File: src/rtl/bcp_unit_scanner_if.sv
// Clause-evaluation stream and unit-id pop port of the BCP unit scanner.
// The master side is the upstream evaluator plus the implication stage;
// the slave side is the scanner itself.
interface bcp_unit_scanner_if #(
    parameter int SIZE_W = 8,
    parameter int CID_W  = 8
);
    logic              in_valid;
    logic              in_ready;
    logic [CID_W-1:0]  in_clause_id;
    logic [SIZE_W-1:0] in_clause_size;
    logic [SIZE_W-1:0] in_false_cnt;
    logic              in_sat;
    logic              in_last;
    logic              unit_valid;
    logic              unit_ready;
    logic [CID_W-1:0]  unit_clause_id;

    modport master (
        output in_valid, in_clause_id, in_clause_size, in_false_cnt, in_sat, in_last,
        output unit_ready,
        input  in_ready, unit_valid, unit_clause_id
    );

    modport slave (
        input  in_valid, in_clause_id, in_clause_size, in_false_cnt, in_sat, in_last,
        input  unit_ready,
        output in_ready, unit_valid, unit_clause_id
    );
endinterface

File: src/rtl/bcp_unit_scanner.sv
// BCP unit scanner: classifies a stream of clause evaluations as
// SAT / UNIT / CONFLICT / OPEN, queues unit clause ids in a first-word
// fall-through FIFO, records the first conflict and pulses done at scan end.
// Optional build macro CONFLICT_ABORT_EN: an accepted conflict ends the scan.
module bcp_unit_scanner #(
    parameter int SIZE_W     = 8,
    parameter int CID_W      = 8,
    parameter int UNIT_DEPTH = 4
) (
    input  logic               clock,
    input  logic               reset_n,
    input  logic               start,
    bcp_unit_scanner_if.slave  bus,
    output logic               conflict,
    output logic [CID_W-1:0]   conflict_clause_id,
    output logic [CID_W:0]     unit_count,
    output logic               busy,
    output logic               done
);

    localparam int AW = (UNIT_DEPTH > 1) ? $clog2(UNIT_DEPTH) : 1;
    localparam int CW = AW + 1;
    localparam logic [CW-1:0] DEPTH_C = CW'(UNIT_DEPTH);

    typedef enum logic [1:0] {
        S_IDLE = 2'd0,
        S_SCAN = 2'd1,
        S_DONE = 2'd2
    } state_t;

    state_t            state_q;
    logic              busy_q;
    logic              done_q;
    logic              conflict_q;
    logic [CID_W-1:0]  conflict_id_q;
    logic [CID_W:0]    unit_count_q;

    logic [CW-1:0]     occ_q;
    logic [CW-1:0]     occ_d;
    logic [AW-1:0]     wr_ptr_q;
    logic [AW-1:0]     rd_ptr_q;
    logic [CID_W-1:0]  fifo_mem_q [UNIT_DEPTH];

    logic [SIZE_W:0]   false_plus1;
    logic              cls_conflict;
    logic              cls_unit;
    logic              start_go;
    logic              accept;
    logic              push;
    logic              pop;
    logic              end_scan;

    // Saturating increment for the unit counter; holds at all-ones.
    function automatic logic [CID_W:0] sat_inc(input logic [CID_W:0] v);
        return (&v) ? v : v + {{CID_W{1'b0}}, 1'b1};
    endfunction

    // Classification: sat dominates, then conflict (covers the empty clause),
    // then unit. The +1 is done one bit wider so all-ones sizes cannot wrap.
    assign false_plus1  = {1'b0, bus.in_false_cnt} + {{SIZE_W{1'b0}}, 1'b1};
    assign cls_conflict = !bus.in_sat && (bus.in_false_cnt >= bus.in_clause_size);
    assign cls_unit     = !bus.in_sat && !cls_conflict &&
                          (false_plus1 == {1'b0, bus.in_clause_size});

    // Ready depends only on registered state and occupancy, so a same-cycle
    // pop never opens room for a push.
    assign bus.in_ready   = (state_q == S_SCAN) && (occ_q < DEPTH_C);
    assign bus.unit_valid = (occ_q != '0);
    assign bus.unit_clause_id = fifo_mem_q[rd_ptr_q];

    assign start_go = start && (state_q == S_IDLE);
    assign accept   = bus.in_valid && bus.in_ready;
    assign push     = accept && cls_unit;
    assign pop      = bus.unit_valid && bus.unit_ready;

`ifdef CONFLICT_ABORT_EN
    assign end_scan = accept && (bus.in_last || cls_conflict);
`else
    assign end_scan = accept && bus.in_last;
`endif

    // Occupancy next-state: a push and pop together leave it unchanged.
    always_comb begin
        occ_d = occ_q;
        case ({push, pop})
            2'b10:   occ_d = occ_q + CW'(1);
            2'b01:   occ_d = occ_q - CW'(1);
            default: occ_d = occ_q;
        endcase
    end

    // Scan control FSM with registered status outputs and per-scan results.
    always_ff @(posedge clock or negedge reset_n) begin
        if (!reset_n) begin
            state_q       <= S_IDLE;
            busy_q        <= 1'b0;
            done_q        <= 1'b0;
            conflict_q    <= 1'b0;
            conflict_id_q <= '0;
            unit_count_q  <= '0;
        end else begin
            case (state_q)
                S_IDLE: begin
                    if (start) begin
                        state_q       <= S_SCAN;
                        busy_q        <= 1'b1;
                        conflict_q    <= 1'b0;
                        conflict_id_q <= '0;
                        unit_count_q  <= '0;
                    end
                end
                S_SCAN: begin
                    if (accept && cls_conflict) begin
                        conflict_q <= 1'b1;
                        if (!conflict_q) begin
                            conflict_id_q <= bus.in_clause_id;
                        end
                    end
                    if (push) begin
                        unit_count_q <= sat_inc(unit_count_q);
                    end
                    if (end_scan) begin
                        state_q <= S_DONE;
                        busy_q  <= 1'b0;
                        done_q  <= 1'b1;
                    end
                end
                S_DONE: begin
                    state_q <= S_IDLE;
                    done_q  <= 1'b0;
                end
                default: begin
                    state_q <= S_IDLE;
                    busy_q  <= 1'b0;
                    done_q  <= 1'b0;
                end
            endcase
        end
    end

    // FIFO pointers and occupancy; a new scan flushes the queue.
    always_ff @(posedge clock or negedge reset_n) begin
        if (!reset_n) begin
            occ_q    <= '0;
            wr_ptr_q <= '0;
            rd_ptr_q <= '0;
        end else if (start_go) begin
            occ_q    <= '0;
            wr_ptr_q <= '0;
            rd_ptr_q <= '0;
        end else begin
            occ_q <= occ_d;
            if (push) begin
                wr_ptr_q <= wr_ptr_q + AW'(1);
            end
            if (pop) begin
                rd_ptr_q <= rd_ptr_q + AW'(1);
            end
        end
    end

    // FIFO storage; contents are only meaningful below the occupancy count.
    always_ff @(posedge clock) begin
        if (push) begin
            fifo_mem_q[wr_ptr_q] <= bus.in_clause_id;
        end
    end

    assign conflict           = conflict_q;
    assign conflict_clause_id = conflict_id_q;
    assign unit_count         = unit_count_q;
    assign busy               = busy_q;
    assign done               = done_q;

endmodule
File: src/flat_wrapper.sv
// flat-port wrapper written by rule: the top's interface ports become plain ports
module bcp_unit_scanner_flat 
#(
    parameter int SIZE_W     = 8,
    parameter int CID_W      = 8,
    parameter int UNIT_DEPTH = 4
)
  (clock, reset_n, start, conflict, conflict_clause_id, unit_count, busy, done, bus_in_valid, bus_in_clause_id, bus_in_clause_size, bus_in_false_cnt, bus_in_sat, bus_in_last, bus_unit_ready, bus_in_ready, bus_unit_valid, bus_unit_clause_id);
  bcp_unit_scanner_if #(.SIZE_W(SIZE_W), .CID_W(CID_W)) bus_i ();
  input  logic clock;
  input  logic reset_n;
  input  logic start;
  output logic conflict;
  output logic [CID_W-1:0] conflict_clause_id;
  output logic [CID_W:0] unit_count;
  output logic busy;
  output logic done;
  input wire logic [$bits(bus_i.in_valid)-1:0] bus_in_valid;
  input wire logic [$bits(bus_i.in_clause_id)-1:0] bus_in_clause_id;
  input wire logic [$bits(bus_i.in_clause_size)-1:0] bus_in_clause_size;
  input wire logic [$bits(bus_i.in_false_cnt)-1:0] bus_in_false_cnt;
  input wire logic [$bits(bus_i.in_sat)-1:0] bus_in_sat;
  input wire logic [$bits(bus_i.in_last)-1:0] bus_in_last;
  input wire logic [$bits(bus_i.unit_ready)-1:0] bus_unit_ready;
  output wire logic [$bits(bus_i.in_ready)-1:0] bus_in_ready;
  output wire logic [$bits(bus_i.unit_valid)-1:0] bus_unit_valid;
  output wire logic [$bits(bus_i.unit_clause_id)-1:0] bus_unit_clause_id;
  assign bus_i.in_valid = bus_in_valid;
  assign bus_i.in_clause_id = bus_in_clause_id;
  assign bus_i.in_clause_size = bus_in_clause_size;
  assign bus_i.in_false_cnt = bus_in_false_cnt;
  assign bus_i.in_sat = bus_in_sat;
  assign bus_i.in_last = bus_in_last;
  assign bus_i.unit_ready = bus_unit_ready;
  assign bus_in_ready = bus_i.in_ready;
  assign bus_unit_valid = bus_i.unit_valid;
  assign bus_unit_clause_id = bus_i.unit_clause_id;
  bcp_unit_scanner #(.SIZE_W(SIZE_W), .CID_W(CID_W), .UNIT_DEPTH(UNIT_DEPTH)) u_core (.clock(clock), .reset_n(reset_n), .start(start), .bus(bus_i), .conflict(conflict), .conflict_clause_id(conflict_clause_id), .unit_count(unit_count), .busy(busy), .done(done));
endmodule
File: config.mk
export PLATFORM = sky130hd
export DESIGN_NAME = bcp_unit_scanner_flat
export DESIGN_NICKNAME = d
export VERILOG_FILES = /design/src/rtl/bcp_unit_scanner_if.sv /design/src/rtl/bcp_unit_scanner.sv /design/src/flat_wrapper.sv
export SDC_FILE = /design/constraint.sdc
export NUM_CORES = 1
export LEC_CHECK = 0
export ABC_AREA = 1
export CAP_MARGIN = 20
export CORE_MARGIN = 2
export CORE_UTILIZATION = 35
export CTS_CLUSTER_DIAMETER = 200
export DETAILED_ROUTE_END_ITERATION = 8
export PLACE_DENSITY = 0.58
export SLEW_MARGIN = 20
export SYNTH_ARGS = -nofsm -noshare
export SYNTH_HDL_FRONTEND = slang
export SYNTH_SLANG_ARGS = --single-unit
File: constraint.sdc
create_clock -name clock -period 3.4 [get_ports clock]
set_input_delay 0.68 -clock clock [delete_from_list [all_inputs] [get_ports clock]]
set_output_delay 0.68 -clock clock [all_outputs]
set_load 0.02 [all_outputs]
Word-level counts from Yosys, hierarchy flattened
Memory sizes are Yosys's and may differ from the RTL's.
Cells that the tools add are included.
{"block": "totals", "ff_bits": 29, "ramBits": 32, "inputBits": 31, "output_inout_bits": 30, "wordCells": 83, "mem_count": 1}
{"memory": "u_core.fifo_mem_q", "words": 4, "word_bits": 8, "rd": 1, "rd_ports_with_merged_regs": 0, "write_ports": 1, "line_no": "bcp_unit_scanner.sv:42", "rtl": "logic [CID_W-1:0] fifo_mem_q [UNIT_DEPTH];"}
{"block": "classes", "addsub": 6, "magnitude_cmp": 2, "eq_ne": 11, "n_mux": 27, "n_bitwise": 2, "n_reduce_logical": 25}
{"operator": "9-bit 2-to-1 mux", "count": 3}
{"operator": "8-bit 2-to-1 mux", "count": 3}
{"operator": "9-bit one-hot mux with 2 select lines", "count": 1}
{"operator": "8-bit one-hot mux with 2 select lines", "count": 1}
{"operator": "2-bit 2-to-1 mux", "count": 6}
{"operator": "1-bit logical AND", "count": 10}
{"operator": "8-bit by 1-bit adder with 9-bit output (second input constant)", "count": 1}
{"operator": "9-bit by 1-bit adder with 9-bit output (second input constant)", "count": 1}
{"operator": "9-bit by 8-bit == test with 1-bit output", "count": 1}
{"operator": "9-bit AND reduction", "count": 1}
{"operator": "8-bit >= comparator", "count": 1}
{"operator": "2-bit != test (second input constant)", "count": 4}
{"operator": "4-bit AND reduction", "count": 2}
{"operator": "1-bit 2-to-1 mux", "count": 7}
{"operator": "3-bit one-hot mux with 2 select lines", "count": 1}
{"operator": "3-bit AND reduction", "count": 2}
{"operator": "2-bit nonzero test", "count": 3}
{"operator": "3-bit nonzero test", "count": 2}
{"operator": "2-bit by 1-bit adder with 2-bit output (second input constant)", "count": 2}
{"operator": "2-bit by 1-bit == test with 1-bit output (second input constant)", "count": 2}
{"operator": "2-bit == test (second input constant)", "count": 2}
{"operator": "2-bit by 1-bit != test with 1-bit output (second input constant)", "count": 2}
{"operator": "1-bit one-hot mux with 2 select lines", "count": 2}
{"operator": "2-bit one-hot mux with 2 select lines", "count": 1}
{"operator": "9 further kinds", "count": 12}

Longest topological paths before layout
{"block": "depth", "ltp_word": 9, "mapped_depth": 19}

Worst setup path after synthesis
OpenSTA, ideal clock, no wires.
{"block": "synth_path", "path_type": "input to register", "start": "input port bus_in_clause_size[5]", "end": "register u_core.occ_q[2]", "t_arrival_ns": 2.765, "path_slack_ns": 0.521, "path_stages": 17, "path_buffers": 0, "cell_sequence": "inv_1 ha_1 a21oi_1 nor2_1 nor3_1 nand2_1 nor2_1 nand2_4 nand2_1 inv_1 fa_1 xnor2_1 inv_1 nand4_1 nand3_1 nand2_1 inv_1"}
{"block": "synth_between", "elab_chain_cells": 9}
{"item": "from (decl)", "line_no": "flat_wrapper.sv:20", "rtl": "input wire logic [$bits(bus_i.in_clause_size)-1:0] bus_in_clause_size;"}
{"item": "8-bit >= comparator", "line_no": "bcp_unit_scanner.sv:61", "rtl": "assign cls_conflict = !bus.in_sat && (bus.in_false_cnt >= bus.in_clause_size);"}
{"item": "1-bit logical AND", "line_no": "bcp_unit_scanner.sv:61"}
{"item": "1-bit zero test", "line_no": "bcp_unit_scanner.sv:62", "rtl": "assign cls_unit = !bus.in_sat && !cls_conflict &&"}
{"item": "1-bit logical AND", "line_no": "bcp_unit_scanner.sv:62"}
{"item": "1-bit logical AND *", "line_no": "bcp_unit_scanner.sv:62"}
{"item": "1-bit logical AND *", "line_no": "bcp_unit_scanner.sv:73", "rtl": "assign push = accept && cls_unit;"}
{"item": "2-bit by 1-bit == test with 1-bit output / 2-bit == test (equally long branches)", "line_no": "bcp_unit_scanner.sv:85", "rtl": "case ({push, pop})"}
{"item": "3-bit one-hot mux with 2 select lines", "line_no": "bcp_unit_scanner.sv:85"}
{"item": "3-bit 2-to-1 mux", "line_no": "bcp_unit_scanner.sv:147", "rtl": "end else if (start_go) begin"}
{"item": "to (signal assigned)", "line_no": "bcp_unit_scanner.sv:144", "rtl": "occ_q <= '0;"}
{"item": "to (signal assigned)", "line_no": "bcp_unit_scanner.sv:148", "rtl": "occ_q <= '0;"}
{"item": "to (signal assigned)", "line_no": "bcp_unit_scanner.sv:152", "rtl": "occ_q <= occ_d;"}
{"item": "to (decl)", "line_no": "bcp_unit_scanner.sv:38", "rtl": "logic [CW-1:0] occ_q;"}
Every way passes the cells marked *; elsewhere a longest branch is shown, timed or not.
A chain may end at the register's enable or synchronous reset.

Worst setup path after layout
Ends and elaborated chain as after synthesis.

==> metrics.md <==
| Metric | Value |
|---|---|
| Min-Delay Path Class | reg -> reg |
| Nets | about 480 |
| Worst-path maximum fanout | 3 |
| Area contributors post-synth | edfxtp_1 (30%), dfrtp_1 (23%), nand2_1 (10%), ha_1 (5.9%), inv_1 (4.6%) |
| Initial DRT Pass Iterations | 4 |
| Clock skew | approximately 0.011 ns |
| Synth cell types | 27 |
| Final Util | 0.476 |
| Layout Cell Area excl Fill | about 4200 sq um |
| Cells after Synth | between 300 and 400 |
| Post-route ant nets | 0 |
| Peak supply drop | ~0.00045 V |
| Final min period | approximately 3.1 ns |
| FILL cells | between 800 and 900 |
| Final hold vios | 0 |
| Top cell type's share of synthesized area | 0.300 |
| CTS clk-pin slew, worst paths | roughly 0.060 ns |
| Clock tree from TritonCTS | done |
| PostCTS Resize Cnt | 0 |
| Setup Crit Path Kind | in -> reg |
| Yosys warnings | 0 |
| Area grow syn2layout | 30.8% |
| Die area | a little under 10000 sq um |
| Largest net degree at the start of global routing | 30 |
| CTS Root Cell | clkbuf_8 |
| Layout cells sized above 1 | 0.115 |
| Via count | 2533 |
| Initial antenna violation count | 0 |
| Sequential fraction of the synthesis area | 0.527 |
| WL/cell | 12.8 microns |
| Clk buf depth | 2 |
| Slew Viols, Final | 0 |
| HP Start | u_core.conflict_clause_id[1]$_DFFE_PN0P_ |
| Row cnt | 34 |
| Startpoint types | input port |
| Iter 0 DRT Violations | 128 |
| Final period utilization | 0.923 |
| Hold Buf Count CTS | 0 |
| WHS | approximately 0.48 ns |
| Crit path DAT | 3.36 ns |
| Vias in the first global route | approximately 2500 |
| DP HPWL | 5.07 mm |
| Area leader, netlist | edfxtp_1 |
| Max-Cap Viols | 0 |
| Max Freq | roughly 320 MHz |
| Die H | around 100 microns |
| First-pass GRT wire length | between 10 and 15 mm |
| Starting Density | 0.363 |
| Mapped Nets | roughly 400 |
| Mapped Area | around 3200 sq um |
| RSZ-0062 raised after global routing | false |
| Routed WL | approximately 6.9 mm |
| Critical Path RT | 3.62 ns |
| Max_slew headroom | 0.624 |
| Gr usage total | 0.151 |
| Multi-input logic area | ~1300 sq um |
| Routability-driven placement congestion ratio | a little over 0.8 |
| DRC | 0 |
| Core area | between 8000 and 9000 sq um |
| Sequential Area | around 1700 sq um |
| Sink Count | 61 |
| Die width | 99.6 microns |
| Ant diodes | 0 |
| RR Startpoint | u_core.state_q[1]$_DFFE_PN0P_ |
| Status | finished clean |
| P_leak | 1.87 nW |
| Placed inst area | 3980 sq um |
| Critical path startpoint | bus_in_clause_size[5] |
| # setup viols final | 0 |
| Gr ovfl total | 0 |
| Depth of the CTS H-tree | 3 |
| Setup bufs post-CTS | 0 |
| Clock Latency Late Sink | roughly 0.33 ns |
| IO Port Bufs | 60 |
| Via density | roughly 4.7 |
| Slew @ Worst Pin | about 0.56 ns |
| Syn avg cell area | 9.04 sq um |
| IO Pins | 61 |
| Synth Register Bits | 61 |
| CP endpoint kind | flop |
| CTS Buf Count | 9 |
| Pwr Density | slightly below 700 nW/um^2 |
synthesized netlist by cell type:
cell type,n
a21oi_1,4
and3_1,1
buf_2,1
buf_6,1
clkbuf_1,5
dfrtp_1,29
edfxtp_1,32
fa_1,1
ha_1,15
inv_1,39
nand2_1,89
nand2_2,2
nand2_4,3
nand3_1,22
nand3_2,2
nand4_1,3
nor2_1,38
nor2_2,4
nor2_4,1
nor3_1,2
o21ai_0,29
o21ai_2,9
o21bai_1,1
o22ai_1,8
or2_2,6
xnor2_1,1
xor2_1,6
worst paths after layout:
kind,end,slack (ns),cells past startpoint
setup / recovery,u_core.occ_q[2]$_DFFE_PN0P_,0.26,18
hold / removal,u_core.conflict_clause_id[1]$_DFFE_PN0P_,0.48,2
setup reg to reg,u_core.occ_q[2]$_DFFE_PN0P_,1.01,15
hold reg to reg,u_core.conflict_clause_id[1]$_DFFE_PN0P_,0.48,2
max in group asynchronous,u_core.occ_q[2]$_DFFE_PN0P_,2.38,2
min in group asynchronous,u_core.unit_count[5]$_DFFE_PN0P_,0.73,2
critical path: stages:
cell             delay [ns]
clkdlybuf4s50_1        0.50
inv_1                  0.08
ha_1                   0.29
a21oi_1                0.14
nor2_1                 0.05
nor3_1                 0.15
nand2_1                0.07
nor2_1                 0.20
nand2_4                0.07
nand2_1                0.08
inv_1                  0.06
fa_1                   0.44
xnor2_1                0.21
inv_1                  0.06
nand4_1                0.08
nand3_1                0.08
nand2_1                0.06
inv_1                  0.04
power breakdown:
group | total [mW] | leakage (nW) | internal, mW | switching [mW]
Combinational | 1.15 | 1.10 | 0.492 | 0.659
Sequential | 1.02 | 0.667 | 0.893 | 0.129
Clock | 0.670 | 0.101 | 0.405 | 0.265
Total | 2.84 | 1.87 | 1.79 | 1.05
cell type report:
type	instances	share of cell area
flip-flops and latches	61	0.403
clock buffers	10	0.0305
clock inverters	5	0.0182
well taps	108	0.0323
multi-input cells	247	0.318
repair buffers	71	0.163
inverters	39	0.0350
logic make-up (layout without fill, tap and decap cells):
kind of cell	Yosys count	count (layout)	synth area share
simple gates	173	173	0.238
flops	61	61	0.527
compound gates	51	51	0.0942
buf+inv	46	125	0.0567
fa+ha+maj	16	16	0.0649
xor+xnor	7	7	0.0192
sequential cells by signal, indices dropped and copies added, names as in the netlist:
signal                     flops
u_core.unit_count              9
u_core.busy                    1
u_core.state_q                 2
u_core.wr_ptr_q                2
u_core.conflict                1
u_core.conflict_clause_id      8
u_core.done                    1
u_core.rd_ptr_q                2
u_core.occ_q                   3
u_core.fifo_mem_q             32
cell usage in the layout, fill, tap and decap left out, types with 3 or more instances in the layout:
cell,count
nor2_1,38
o21ai_2,9
a21oi_1,4
o22ai_1,8
nand3_1,22
or2_2,6
o21ai_0,29
buf_4,11
xor2_1,6
nand2_1,89
edfxtp_1,32
nor2_2,4
inv_1,39
nand4_1,3
dfrtp_1,29
nand2_4,3
clkbuf_8,9
clkdlybuf4s50_1,60
ha_1,15
metrics by stage:
| step | instances | setup TNS, ns | total power [mW] | setup WS, ns |
|---|---|---|---|---|
| after detailed placement | 526 | -0.0800 | 2.20 | -0.0800 |
| after floorplan | 354 | 0 | 1.69 | 0.521 |
| after CTS | 541 | 0 | 2.88 | 0.281 |
| after global routing | 541 | 0 | 3.06 | 0.0293 |
| final | 541 | 0 | 2.84 | 0.260 |
| after global placement | 526 | 0 | 2.18 | 0.0214 |
metal layers:
metal	GRT usage	vias to the layer above	wire, microns
met1	0.202	1155	3370
li1	-	1313	-
met5	0	-	0
met4	0.0432	0	47
met2	0.235	58	3130
met3	0.0506	7	393
No activity file was read; power rests on OpenSTA's default activity.
